===== src/rtl/mem_stage_lsu_if.sv =====
// Data-memory port of the load/store stage: valid/ready request channel plus a response-valid channel.
interface mem_stage_lsu_if #(
  parameter int XLEN = 32
);
  logic              req_valid;
  logic              req_ready;
  logic              req_we;
  logic [XLEN-1:0]   req_addr;
  logic [XLEN-1:0]   req_wdata;
  logic [XLEN/8-1:0] req_be;
  logic              rsp_valid;
  logic [XLEN-1:0]   rsp_rdata;

  // Request transfers on req_valid && req_ready; while req_valid && !req_ready every req_* field holds.
  // Each accepted read returns one rsp_rdata beat flagged by rsp_valid, no earlier than the cycle after transfer.
  modport master (
    output req_valid, req_we, req_addr, req_wdata, req_be,
    input  req_ready, rsp_valid, rsp_rdata
  );
  modport slave (
    input  req_valid, req_we, req_addr, req_wdata, req_be,
    output req_ready, rsp_valid, rsp_rdata
  );
endinterface


===== src/rtl/mem_stage_lsu.sv =====
// Pipeline memory stage: steers loads/stores onto a variable-latency data-memory port, traps
// misaligned or illegal accesses and load-response timeouts, and registers every MEM/WB output.
module mem_stage_lsu #(
  parameter int XLEN        = 32,
  parameter int RSP_TIMEOUT = 255
) (
  input  logic              clk,
  input  logic              rst_n,
  // An EX entry is taken on ex_valid_i && ex_ready_o; ex_ready_o is high only in IDLE out of reset.
  input  logic              ex_valid_i,
  output logic              ex_ready_o,
  input  logic [XLEN-1:0]   ex_alu_result_i,
  input  logic [XLEN-1:0]   ex_rs2_data_i,
  input  logic              ex_mem_read_i,
  input  logic              ex_mem_write_i,
  input  logic [2:0]        ex_funct3_i,
  input  logic              ex_reg_write_i,
  input  logic [1:0]        ex_result_src_i,
  input  logic [4:0]        ex_rd_addr_i,
  input  logic [XLEN-1:0]   ex_pc_plus_4_i,
  mem_stage_lsu_if.master   dmem,
  output logic              wb_valid_o,
  output logic              wb_reg_write_o,
  output logic [1:0]        wb_result_src_o,
  output logic [XLEN-1:0]   wb_read_data_o,
  output logic [XLEN-1:0]   wb_alu_result_o,
  output logic [XLEN-1:0]   wb_pc_plus_4_o,
  output logic [4:0]        wb_rd_addr_o,
  output logic              exc_misalign_o,
  output logic              exc_bus_err_o,
  output logic [XLEN-1:0]   exc_addr_o,
  output logic [1:0]        dbg_state_o
);
  localparam int NB   = XLEN / 8;
  localparam int OFFW = $clog2(NB);
  localparam int CW   = (RSP_TIMEOUT > 1) ? $clog2(RSP_TIMEOUT) : 1;
  localparam logic [CW-1:0] CNT_LAST = CW'((RSP_TIMEOUT > 0) ? RSP_TIMEOUT - 1 : 0);

  typedef enum logic [1:0] {S_IDLE = 2'd0, S_REQ = 2'd1, S_RSP = 2'd2} state_e;

  state_e            state_q;
  logic [CW-1:0]     cnt_q;
  logic [XLEN-1:0]   addr_q, pc4_q;
  logic [2:0]        f3_q;
  logic              reg_write_q;
  logic [1:0]        result_src_q;
  logic [4:0]        rd_q;
  logic              req_valid_q, req_we_q;
  logic [XLEN-1:0]   req_addr_q, req_wdata_q;
  logic [NB-1:0]     req_be_q;
  logic              wb_valid_q, wb_reg_write_q;
  logic [1:0]        wb_result_src_q;
  logic [XLEN-1:0]   wb_read_data_q, wb_alu_result_q, wb_pc_plus_4_q, exc_addr_q;
  logic [4:0]        wb_rd_addr_q;
  logic              exc_misalign_q, exc_bus_err_q;

  logic              is_mem, illegal, misal, timeout_hit;
  logic [OFFW-1:0]   in_off, ld_off;
  logic [NB-1:0]     be_d;
  logic [XLEN-1:0]   wdata_d, ld_shift, ld_data_d;

  assign is_mem      = ex_mem_read_i || ex_mem_write_i;
  assign in_off      = ex_alu_result_i[OFFW-1:0];
  assign ld_off      = addr_q[OFFW-1:0];
  assign timeout_hit = (RSP_TIMEOUT > 0) && (cnt_q == CNT_LAST);

  // D and WU only exist on the 64-bit datapath; funct3 111 is never a valid access.
  always_comb begin
    illegal = (ex_funct3_i == 3'b111) ||
              ((XLEN == 32) && ((ex_funct3_i[1:0] == 2'b11) || (ex_funct3_i == 3'b110)));
    misal   = 1'b0;
    be_d    = '1;
    wdata_d = ex_rs2_data_i;
    unique case (ex_funct3_i[1:0])
      2'b00: begin
        be_d    = NB'(1) << in_off;
        wdata_d = {NB{ex_rs2_data_i[7:0]}};
      end
      2'b01: begin
        misal   = ex_alu_result_i[0];
        be_d    = NB'(2'b11) << in_off;
        wdata_d = {(XLEN/16){ex_rs2_data_i[15:0]}};
      end
      2'b10: begin
        misal   = |ex_alu_result_i[1:0];
        be_d    = NB'(4'hF) << in_off;
        wdata_d = {(XLEN/32){ex_rs2_data_i[31:0]}};
      end
      default: misal = |ex_alu_result_i[2:0];
    endcase
  end

  always_comb begin
    ld_shift  = dmem.rsp_rdata >> {ld_off, 3'b000};
    ld_data_d = ld_shift;
    unique case (f3_q)
      3'b000:  ld_data_d = XLEN'($signed(ld_shift[7:0]));
      3'b001:  ld_data_d = XLEN'($signed(ld_shift[15:0]));
      3'b010:  ld_data_d = XLEN'($signed(ld_shift[31:0]));
      3'b100:  ld_data_d = XLEN'(ld_shift[7:0]);
      3'b101:  ld_data_d = XLEN'(ld_shift[15:0]);
      3'b110:  ld_data_d = XLEN'(ld_shift[31:0]);
      default: ld_data_d = ld_shift;
    endcase
  end

  always_ff @(posedge clk) begin
    if (!rst_n) begin
      state_q         <= S_IDLE;
      cnt_q           <= '0;
      addr_q          <= '0;
      f3_q            <= '0;
      reg_write_q     <= 1'b0;
      result_src_q    <= '0;
      rd_q            <= '0;
      pc4_q           <= '0;
      req_valid_q     <= 1'b0;
      req_we_q        <= 1'b0;
      req_addr_q      <= '0;
      req_wdata_q     <= '0;
      req_be_q        <= '0;
      wb_valid_q      <= 1'b0;
      wb_reg_write_q  <= 1'b0;
      wb_result_src_q <= '0;
      wb_read_data_q  <= '0;
      wb_alu_result_q <= '0;
      wb_pc_plus_4_q  <= '0;
      wb_rd_addr_q    <= '0;
      exc_misalign_q  <= 1'b0;
      exc_bus_err_q   <= 1'b0;
      exc_addr_q      <= '0;
    end else begin
      wb_valid_q     <= 1'b0;
      exc_misalign_q <= 1'b0;
      exc_bus_err_q  <= 1'b0;
      unique case (state_q)
        S_IDLE: if (ex_valid_i) begin
          addr_q       <= ex_alu_result_i;
          f3_q         <= ex_funct3_i;
          reg_write_q  <= ex_reg_write_i;
          result_src_q <= ex_result_src_i;
          rd_q         <= ex_rd_addr_i;
          pc4_q        <= ex_pc_plus_4_i;
          if (is_mem && !(illegal || misal)) begin
            state_q     <= S_REQ;
            req_valid_q <= 1'b1;
            req_we_q    <= ex_mem_write_i;
            req_addr_q  <= ex_alu_result_i & ~XLEN'(NB - 1);
            req_wdata_q <= wdata_d;
            req_be_q    <= be_d;
          end else begin
            // Non-memory ops retire straight away; a trapped access retires without a register write.
            wb_valid_q      <= 1'b1;
            wb_reg_write_q  <= ex_reg_write_i && !is_mem;
            wb_result_src_q <= ex_result_src_i;
            wb_read_data_q  <= '0;
            wb_alu_result_q <= ex_alu_result_i;
            wb_pc_plus_4_q  <= ex_pc_plus_4_i;
            wb_rd_addr_q    <= ex_rd_addr_i;
            exc_misalign_q  <= is_mem;
            if (is_mem) exc_addr_q <= ex_alu_result_i;
          end
        end
        S_REQ: if (dmem.req_ready) begin
          req_valid_q <= 1'b0;
          cnt_q       <= '0;
          if (req_we_q) begin
            state_q         <= S_IDLE;
            wb_valid_q      <= 1'b1;
            wb_reg_write_q  <= reg_write_q;
            wb_result_src_q <= result_src_q;
            wb_read_data_q  <= '0;
            wb_alu_result_q <= addr_q;
            wb_pc_plus_4_q  <= pc4_q;
            wb_rd_addr_q    <= rd_q;
          end else begin
            state_q <= S_RSP;
          end
        end
        S_RSP: begin
          // A response arriving in the timeout cycle still completes the load normally.
          if (dmem.rsp_valid || timeout_hit) begin
            state_q         <= S_IDLE;
            wb_valid_q      <= 1'b1;
            wb_reg_write_q  <= reg_write_q && dmem.rsp_valid;
            wb_result_src_q <= result_src_q;
            wb_read_data_q  <= dmem.rsp_valid ? ld_data_d : '0;
            wb_alu_result_q <= addr_q;
            wb_pc_plus_4_q  <= pc4_q;
            wb_rd_addr_q    <= rd_q;
            exc_bus_err_q   <= !dmem.rsp_valid;
            if (!dmem.rsp_valid) exc_addr_q <= addr_q;
          end else begin
            cnt_q <= cnt_q + CW'(1);
          end
        end
        default: state_q <= S_IDLE;
      endcase
    end
  end

  assign ex_ready_o      = (state_q == S_IDLE) && rst_n;
  assign dmem.req_valid  = req_valid_q;
  assign dmem.req_we     = req_we_q;
  assign dmem.req_addr   = req_addr_q;
  assign dmem.req_wdata  = req_wdata_q;
  assign dmem.req_be     = req_be_q;
  assign wb_valid_o      = wb_valid_q;
  assign wb_reg_write_o  = wb_reg_write_q;
  assign wb_result_src_o = wb_result_src_q;
  assign wb_read_data_o  = wb_read_data_q;
  assign wb_alu_result_o = wb_alu_result_q;
  assign wb_pc_plus_4_o  = wb_pc_plus_4_q;
  assign wb_rd_addr_o    = wb_rd_addr_q;
  assign exc_misalign_o  = exc_misalign_q;
  assign exc_bus_err_o   = exc_bus_err_q;
  assign exc_addr_o      = exc_addr_q;
  assign dbg_state_o     = state_q;
endmodule

===== src/flat_wrapper.sv =====
// flat-port wrapper written by rule: the top's interface ports become plain ports
module mem_stage_lsu_flat 
#(
  parameter int XLEN        = 32,
  parameter int RSP_TIMEOUT = 255
)
  (clk, rst_n, ex_valid_i, ex_ready_o, ex_alu_result_i, ex_rs2_data_i, ex_mem_read_i, ex_mem_write_i, ex_funct3_i, ex_reg_write_i, ex_result_src_i, ex_rd_addr_i, ex_pc_plus_4_i, wb_valid_o, wb_reg_write_o, wb_result_src_o, wb_read_data_o, wb_alu_result_o, wb_pc_plus_4_o, wb_rd_addr_o, exc_misalign_o, exc_bus_err_o, exc_addr_o, dbg_state_o, dmem_req_valid, dmem_req_we, dmem_req_addr, dmem_req_wdata, dmem_req_be, dmem_req_ready, dmem_rsp_valid, dmem_rsp_rdata);
  mem_stage_lsu_if #(.XLEN(XLEN)) dmem_i ();
  input  logic clk;
  input  logic rst_n;
  input  logic ex_valid_i;
  output logic ex_ready_o;
  input  logic [XLEN-1:0] ex_alu_result_i;
  input  logic [XLEN-1:0] ex_rs2_data_i;
  input  logic ex_mem_read_i;
  input  logic ex_mem_write_i;
  input  logic [2:0] ex_funct3_i;
  input  logic ex_reg_write_i;
  input  logic [1:0] ex_result_src_i;
  input  logic [4:0] ex_rd_addr_i;
  input  logic [XLEN-1:0] ex_pc_plus_4_i;
  output logic wb_valid_o;
  output logic wb_reg_write_o;
  output logic [1:0] wb_result_src_o;
  output logic [XLEN-1:0] wb_read_data_o;
  output logic [XLEN-1:0] wb_alu_result_o;
  output logic [XLEN-1:0] wb_pc_plus_4_o;
  output logic [4:0] wb_rd_addr_o;
  output logic exc_misalign_o;
  output logic exc_bus_err_o;
  output logic [XLEN-1:0] exc_addr_o;
  output logic [1:0] dbg_state_o;
  output wire logic [$bits(dmem_i.req_valid)-1:0] dmem_req_valid;
  output wire logic [$bits(dmem_i.req_we)-1:0] dmem_req_we;
  output wire logic [$bits(dmem_i.req_addr)-1:0] dmem_req_addr;
  output wire logic [$bits(dmem_i.req_wdata)-1:0] dmem_req_wdata;
  output wire logic [$bits(dmem_i.req_be)-1:0] dmem_req_be;
  input wire logic [$bits(dmem_i.req_ready)-1:0] dmem_req_ready;
  input wire logic [$bits(dmem_i.rsp_valid)-1:0] dmem_rsp_valid;
  input wire logic [$bits(dmem_i.rsp_rdata)-1:0] dmem_rsp_rdata;
  assign dmem_req_valid = dmem_i.req_valid;
  assign dmem_req_we = dmem_i.req_we;
  assign dmem_req_addr = dmem_i.req_addr;
  assign dmem_req_wdata = dmem_i.req_wdata;
  assign dmem_req_be = dmem_i.req_be;
  assign dmem_i.req_ready = dmem_req_ready;
  assign dmem_i.rsp_valid = dmem_rsp_valid;
  assign dmem_i.rsp_rdata = dmem_rsp_rdata;
  mem_stage_lsu #(.XLEN(XLEN), .RSP_TIMEOUT(RSP_TIMEOUT)) u_core (.clk(clk), .rst_n(rst_n), .ex_valid_i(ex_valid_i), .ex_ready_o(ex_ready_o), .ex_alu_result_i(ex_alu_result_i), .ex_rs2_data_i(ex_rs2_data_i), .ex_mem_read_i(ex_mem_read_i), .ex_mem_write_i(ex_mem_write_i), .ex_funct3_i(ex_funct3_i), .ex_reg_write_i(ex_reg_write_i), .ex_result_src_i(ex_result_src_i), .ex_rd_addr_i(ex_rd_addr_i), .ex_pc_plus_4_i(ex_pc_plus_4_i), .dmem(dmem_i), .wb_valid_o(wb_valid_o), .wb_reg_write_o(wb_reg_write_o), .wb_result_src_o(wb_result_src_o), .wb_read_data_o(wb_read_data_o), .wb_alu_result_o(wb_alu_result_o), .wb_pc_plus_4_o(wb_pc_plus_4_o), .wb_rd_addr_o(wb_rd_addr_o), .exc_misalign_o(exc_misalign_o), .exc_bus_err_o(exc_bus_err_o), .exc_addr_o(exc_addr_o), .dbg_state_o(dbg_state_o));
endmodule

===== config.mk =====
export PLATFORM = sky130hd
export DESIGN_NAME = mem_stage_lsu_flat
export DESIGN_NICKNAME = d
export VERILOG_FILES = /design/src/rtl/mem_stage_lsu_if.sv /design/src/rtl/mem_stage_lsu.sv /design/src/flat_wrapper.sv
export SDC_FILE = /design/constraint.sdc
export NUM_CORES = 1
export LEC_CHECK = 0
export ABC_CLOCK_PERIOD_IN_PS = 6300
export CORE_AREA = 2 2 163 197
export CTS_BUF_LIST = sky130_fd_sc_hd__clkbuf_2 sky130_fd_sc_hd__clkbuf_4 sky130_fd_sc_hd__clkbuf_8
export DETAILED_ROUTE_END_ITERATION = 7
export DIE_AREA = 0 0 165 199
export MAX_ROUTING_LAYER = met4
export PLACE_DENSITY = 0.82
export SLEW_MARGIN = 0
export SYNTH_ARGS = -nofsm -noshare
export SYNTH_HDL_FRONTEND = slang
export SYNTH_SLANG_ARGS = --single-unit

===== constraint.sdc =====
create_clock -name clk -period 6.3 [get_ports clk]
set_input_delay 1.26 -clock clk [delete_from_list [all_inputs] [get_ports clk]]
set_output_delay 1.26 -clock clk [all_outputs]
set_load 0.005 [all_outputs]

---- Yosys cells after proc, flatten, opt, wreduce, memory -nomap -nowiden ----
Index checks and enable logic that the tools add are counted.
storage, ports and cells
  bits in registers ....................... 292
  input bits .............................. 146
  output and inout port bits .............. 212
  logic and storage cells ................. 147
operators by class
  add/subtract/negate cells ............... 1
  equal/unequal tests ..................... 20
  shift-type cells ........................ 4
  muxes and demuxes ....................... 66
  bitwise gates (word level) .............. 3
  reductions and logical operators ........ 30
operator list
  kind                                                             number
  32-bit 2-to-1 mux                                                21
  32-bit one-hot mux with 3 select lines                           3
  32-bit one-hot mux with 2 select lines                           2
  32-bit one-hot mux with 4 select lines                           1
  32-bit by 5-bit >> shifter with 32-bit output                    1
  5-bit 2-to-1 mux                                                 5
  2-bit 2-to-1 mux                                                 10
  8-bit 2-to-1 mux                                                 2
  8-bit one-hot mux with 2 select lines                            1
  5-bit one-hot mux with 3 select lines                            1
  1-bit 2-to-1 mux                                                 13
  3-bit equality test, second input constant                       4
  2-bit one-hot mux with 3 select lines                            2
  4-bit one-hot mux with 3 select lines                            1
  6-bit AND reduction                                              2
  2-bit != test, second input constant                             5
  1-bit one-hot mux with 3 select lines                            3
  3-bit AND reduction                                              3
  8-bit by 1-bit adder with 8-bit output, second input constant    1
  8-bit equality test, second input constant                       1
  2-bit by 1-bit != test with 1-bit output, second input constant  4
  4-bit AND reduction                                              2
  2-bit equality test, second input constant                       3
  2-bit nonzero test                                               3
  17 further kinds                                                 30

---- Logic depth before layout (Yosys ltp) ----
  word-level depth ........................ 9
  gate-level depth with buffers ........... 11

---- Worst setup path after synthesis ----
No wires, ideal clock.
  kind .................................... input-to-output
  start ................................... in rst_n
  end ..................................... out ex_ready_o
  arrival ................................. 2066 ps
  required time ........................... 5040 ps
  setup slack ............................. 2974 ps
  cell stages on the path ................. 4
  path buffers ............................ 3
  cells stage by stage .................... buf_2 clkbuf_1 clkbuf_1 and2_1
on the way
  word-level cells in the longest chain between the ends .. 1
RTL lines
  item               line                  text
  start, declared    flat_wrapper.sv:10    input logic rst_n;
  1-bit logical AND  mem_stage_lsu.sv:202  assign ex_ready_o = (state_q == S_IDLE) && rst_n;
  end, declared      flat_wrapper.sv:12    output logic ex_ready_o;
No other way between the ends.

---- Worst setup path in the final report ----
  start ................................... in ex_funct3_i[1]
  end ..................................... reg u_core.wb_alu_result_q[3] (netlist: u_core.wb_alu_result_o[3])
on the way
  word-level cells in the longest chain between the ends .. 8
RTL lines
  item                                                                                           line                  text
  start, declared                                                                                flat_wrapper.sv:17    input logic [2:0] ex_funct3_i;
  parallel branches: the longest is 3 deep, another holds 1-bit one-hot mux with 3 select lines  -
  1-bit logical OR (*)                                                                           mem_stage_lsu.sv:144  if (is_mem && !(illegal || misal)) begin
  1-bit logical NOT (*)                                                                          mem_stage_lsu.sv:144
  1-bit logical AND (*)                                                                          mem_stage_lsu.sv:144
  2-bit != test (no source line) (*)                                                             -
  6-bit AND reduction (no source line) (*)                                                       -
  end signal, assigned                                                                           mem_stage_lsu.sv:157  wb_alu_result_q <= ex_alu_result_i;
  end signal, assigned                                                                           mem_stage_lsu.sv:173  wb_alu_result_q <= addr_q;
  end signal, assigned                                                                           mem_stage_lsu.sv:188  wb_alu_result_q <= addr_q;
  end, declared                                                                                  mem_stage_lsu.sv:53   logic [XLEN-1:0] wb_read_data_q, wb_alu_result_q, wb_pc_plus_4_q, exc_addr_q;
Every way passes the cells marked *.
A chain may end at the register's enable or synchronous reset.

==> impl_metrics.yaml <==
job:
  max_cap_viol_count: 0
setup_path:
  crit_chain: "clkdlybuf4s50_1, inv_1, ha_1, o21ai_2, nand4_1, and3_4, buf_4, nand2_1, o211a_1"
  slowest_stage: "sky130_fd_sc_hd__and3_4"
  worst_setup_path_end: "u_core.wb_alu_result_o[3]"
  r2r_path_start: "u_core.dbg_state_o[0]"
  r2r_end: "u_core.wb_alu_result_o[3]"
  crit_start: "ex_funct3_i[1]"
  rrSetupSlack_ns: 2.96
  critPathLaunchType: "input pin"
  worst-r2r-cell-count: 9
  timing.critical_path.fanout_max: 79
  critPathKind: "input pin to register"
  path_buf_inv: 3
  critical_path_required_ns: 6.77
  cpPeakStageDelay_ns: 0.76
  worst_ep_arrival_time_ns: 4.40
  timing.critical_path.to_type: "register"
  critical-path-top-delay-family: "simple AND/OR/NAND/NOR gates"
  worst-path-stages: 9
synthesis:
  ys.flop_type: "sky130_fd_sc_hd__dfxtp_1"
  synthDistinctLibCells: 51
  synth_sequential_area_ratio_pct: 45.4
  post_synth_edffs: 0
  synthArstFlopShare_pct: 0
  avgSynthCellArea_um2: 8.89
  synth.ff_latch_count: 292
  syn-instance-count: 1448
  post_synth_instance_area_um2: 12900
  synth-warning-count: 0
final_layout:
  layout_common_cells: "353 x sky130_fd_sc_hd__clkdlybuf4s50_1, 348 x sky130_fd_sc_hd__nand2_1, 292 x sky130_fd_sc_hd__dfxtp_1, 115 x sky130_fd_sc_hd__a21boi_0, 95 x sky130_fd_sc_hd__o211a_1"
  area_delta_synth_final_pct: 35.9
  layout.cells.most_common: "sky130_fd_sc_hd__clkdlybuf4s50_1"
  drive_gt1_share_pct: 8.19
  fin_nets: 1895
route:
  route.antenna.remaining_nets: 0
  drt_iter0_drc: 633
  detail_route.wl_per_cell_um: 18.4
  detail_route.first_pass.iterations: 6
  via_count: 11900
  remaining_drc_errors: 0
  postRouteWirelength_um: 40000
  viasPerCell: 5.47
floorplanning:
  die_outline_area_um2: 32800
  design.core.area_um2: 31000
  rows: 71
  start_util_pct: 41.5
  die_width_um: 165
  io_pins: 358
  floorplan.die.height_um: 199
power_and_ir_drop:
  clock_power_share_pct: 34.8
  ir_worst_vdd_mv: 0.201
  seqPwrFrac_pct: 43.5
  sw_frac_of_total_pct: 28.1
  p_leak_nw: 7.28
  combinational_share_of_power_pct: 21.7
  pwr_density_cell_nw_per_um2: 279
  internal_power_mw: 3.50
  netSwitchingPower_mw: 1.37
place:
  port-buffer-count: 355
  dp_slack_ns: 1.82
  final_replace_weighted_congestion: 0.900
  dp_hpwl_um: 26600
global_routing:
  largest_net_degree_at_the_start_of_global_routing: 212
  antenna_found_initial: 2
  grt_pass1_wl_um: 62000
  grt_use_total_pct: 24.5
  grt_pass1_vias: 11600
  grt_overflow_total: 0
outcome:
  outcome: "completed"
timing:
  finalWorstSetupSlack_ns: 2.37
  finClkSkew_ns: 0.0244
  final.min_clock_period_ns: 3.93
  finalHoldViolations: 0
  post_route_fraction_of_the_period_consumed_by_the_critical_path_pct: 62.3
  final-max-slew-violation-count: 0
  setup-violations-final: 0
  finalSetupTns_ns: 0
  grt_setup_unrepaired: "no"
  fmaxAchievable_ghz: 0.255
  slew_worst_pin_ns: 1.18
  max_slew_margin_pct: 21.3
clocking:
  numCtsBuffers: 49
  h-tree-depth: 2
  cts_sinks: 292
  clk_transition_reported_paths_ns: 0.06
  ctsHoldBuffers: 0
  clk_path_buf_depth: 3
  clock_tree.root_cell: "sky130_fd_sc_hd__clkbuf_8"
  total_of_cells_resized_after_clock_tree_synthesis: 0
  worst_skew_pair.late_latency_ns: 0.59
  cts_setup_buffers: 0
  clock_tree_from_tritoncts: "done"
hold_path:
  min-delay-path-class: "register to register"
==> state kept, by name, indices dropped and copies added (netlist names) <==
signal,flops
u_core.addr_q,32
u_core.dmem.req_wdata,32
u_core.exc_addr_o,32
u_core.pc4_q,32
u_core.wb_alu_result_o,32
u_core.wb_pc_plus_4_o,32
u_core.wb_read_data_o,32
u_core.dmem.req_addr,30
u_core.cnt_q,8
u_core.rd_q,5
u_core.wb_rd_addr_o,5
u_core.dmem.req_be,4
u_core.f3_q,3
u_core.dbg_state_o,2
u_core.result_src_q,2
u_core.wb_result_src_o,2
u_core.dmem.req_valid,1
u_core.dmem.req_we,1
u_core.exc_bus_err_o,1
u_core.exc_misalign_o,1
u_core.reg_write_q,1
u_core.wb_reg_write_o,1
u_core.wb_valid_o,1
==> worst min path at each step <==
| stage | startpoint | end | slack [ns] | cells after the start |
|---|---|---|---|---|
| after floorplan | u_core.pc4_q[0] | u_core.pc4_q[0] | 0.44 | 2 |
| after global placement | u_core.wb_read_data_o[27] | u_core.wb_read_data_o[27] | 0.45 | 1 |
| final | u_core.reg_write_q | u_core.reg_write_q | 0.46 | 2 |
| after detailed placement | u_core.wb_read_data_o[25] | u_core.wb_read_data_o[25] | 0.45 | 1 |
| after global routing | u_core.dmem.req_wdata[5] | u_core.dmem.req_wdata[5] | 0.48 | 2 |
| after CTS | u_core.reg_write_q | u_core.reg_write_q | 0.46 | 2 |
==> cells by family after synthesis <==
logic type	Yosys count	share of synthesized area (%)
simple gates	497	15.6
compound gates	414	25.6
flops	292	45.4
buf+inv	136	4.71
mux	92	7.26
fa+ha+maj	10	0.972
xor+xnor	6	0.408
other cells	1	0.0291
==> Yosys cell counts (2+ instances only) <==
library cell / n / share of area, %
sky130_fd_sc_hd__and3_1: 2 / 0.097
sky130_fd_sc_hd__nor2_1: 89 / 2.6
sky130_fd_sc_hd__o221a_2: 32 / 2.8
sky130_fd_sc_hd__nand3b_1: 3 / 0.17
sky130_fd_sc_hd__o2bb2ai_1: 9 / 0.61
sky130_fd_sc_hd__a211oi_1: 5 / 0.29
sky130_fd_sc_hd__ha_1: 10 / 0.97
sky130_fd_sc_hd__a22o_1: 24 / 1.6
sky130_fd_sc_hd__mux2i_1: 90 / 7.0
sky130_fd_sc_hd__o211a_1: 95 / 7.4
sky130_fd_sc_hd__inv_1: 7 / 0.20
sky130_fd_sc_hd__nor3_1: 8 / 0.31
sky130_fd_sc_hd__nand4_1: 4 / 0.19
sky130_fd_sc_hd__buf_4: 6 / 0.35
sky130_fd_sc_hd__buf_2: 35 / 1.4
sky130_fd_sc_hd__o21ai_0: 31 / 1.2
sky130_fd_sc_hd__clkbuf_1: 75 / 2.2
sky130_fd_sc_hd__a21boi_0: 115 / 6.7
sky130_fd_sc_hd__a211o_1: 8 / 0.54
sky130_fd_sc_hd__xnor2_1: 6 / 0.41
sky130_fd_sc_hd__a21oi_1: 73 / 2.8
sky130_fd_sc_hd__nand2b_1: 3 / 0.15
sky130_fd_sc_hd__nand2_1: 349 / 10
sky130_fd_sc_hd__buf_6: 4 / 0.35
sky130_fd_sc_hd__nor2b_1: 12 / 0.58
sky130_fd_sc_hd__o2111ai_1: 2 / 0.14
sky130_fd_sc_hd__dfxtp_1: 292 / 45
sky130_fd_sc_hd__o21ai_2: 2 / 0.14
sky130_fd_sc_hd__and2_1: 4 / 0.19
sky130_fd_sc_hd__buf_1: 9 / 0.26
sky130_fd_sc_hd__nor3b_1: 5 / 0.29
sky130_fd_sc_hd__nand3_1: 13 / 0.51
sky130_fd_sc_hd__a32o_1: 8 / 0.62
==> per-layer routing <==
metal / GRT usage [%] / vias to the layer above / wire length, µm
li1: - / 5667 / -
met1: 28.7 / 5596 / 16200
met2: 38.5 / 488 / 18800
met3: 5.69 / 143 / 2680
met4: 14.2 / 0 / 2270
met5: - / - / 0
==> metrics by stage <==
| stage | instance area, µm² | hold slack [ns] | std cells | utilization [%] | power, mW |
|---|---|---|---|---|---|
| floorplan | 12900 | 0.443 | 1449 | - | 2.67 |
| global placement | 16500 | 0.448 | 2089 | 53.3 | 3.19 |
| detailed placement | 16500 | 0.451 | 2089 | 53.3 | 3.21 |
| CTS | 17500 | 0.465 | 2171 | 56.4 | 4.92 |
| global route | 17500 | 0.482 | 2173 | 56.4 | 5.10 |
| finish | 17500 | 0.462 | 2173 | 56.4 | 4.87 |
==> worst reg2reg max path: stages (launching register included) <==
cell and delay, ns:
sky130_fd_sc_hd__dfxtp_1 0.41, sky130_fd_sc_hd__inv_1 0.12, sky130_fd_sc_hd__ha_2 0.19, sky130_fd_sc_hd__buf_4 0.34, sky130_fd_sc_hd__nor2b_1 0.29, sky130_fd_sc_hd__o21ai_4 0.24, sky130_fd_sc_hd__and3_4 0.84, sky130_fd_sc_hd__buf_4 0.52
sky130_fd_sc_hd__nand2_1 0.12, sky130_fd_sc_hd__o211a_1 0.14
==> power groups by stage <==
stage               registers [mW]  logic [mW]  clock network, mW
floorplan                     2.15       0.523                  0
global placement              2.15        1.04                  0
detailed placement            2.15        1.06                  0
CTS                           2.12        1.06               1.74
global route                  2.14        1.15               1.82
finish                        2.12        1.06               1.70
==> final cells by class <==
class                   count  area, µm²
diodes                      2       5.00
clock buffers              76        940
well taps                 401        502
inverters                   7       26.3
multi-input cells        1021       6470
flip-flops and latches    292       5850
fillers                  2719      13500
repair buffers            368       3670
clock inverters             6       32.5
Note: power is estimated with default switching activity, not from simulation.
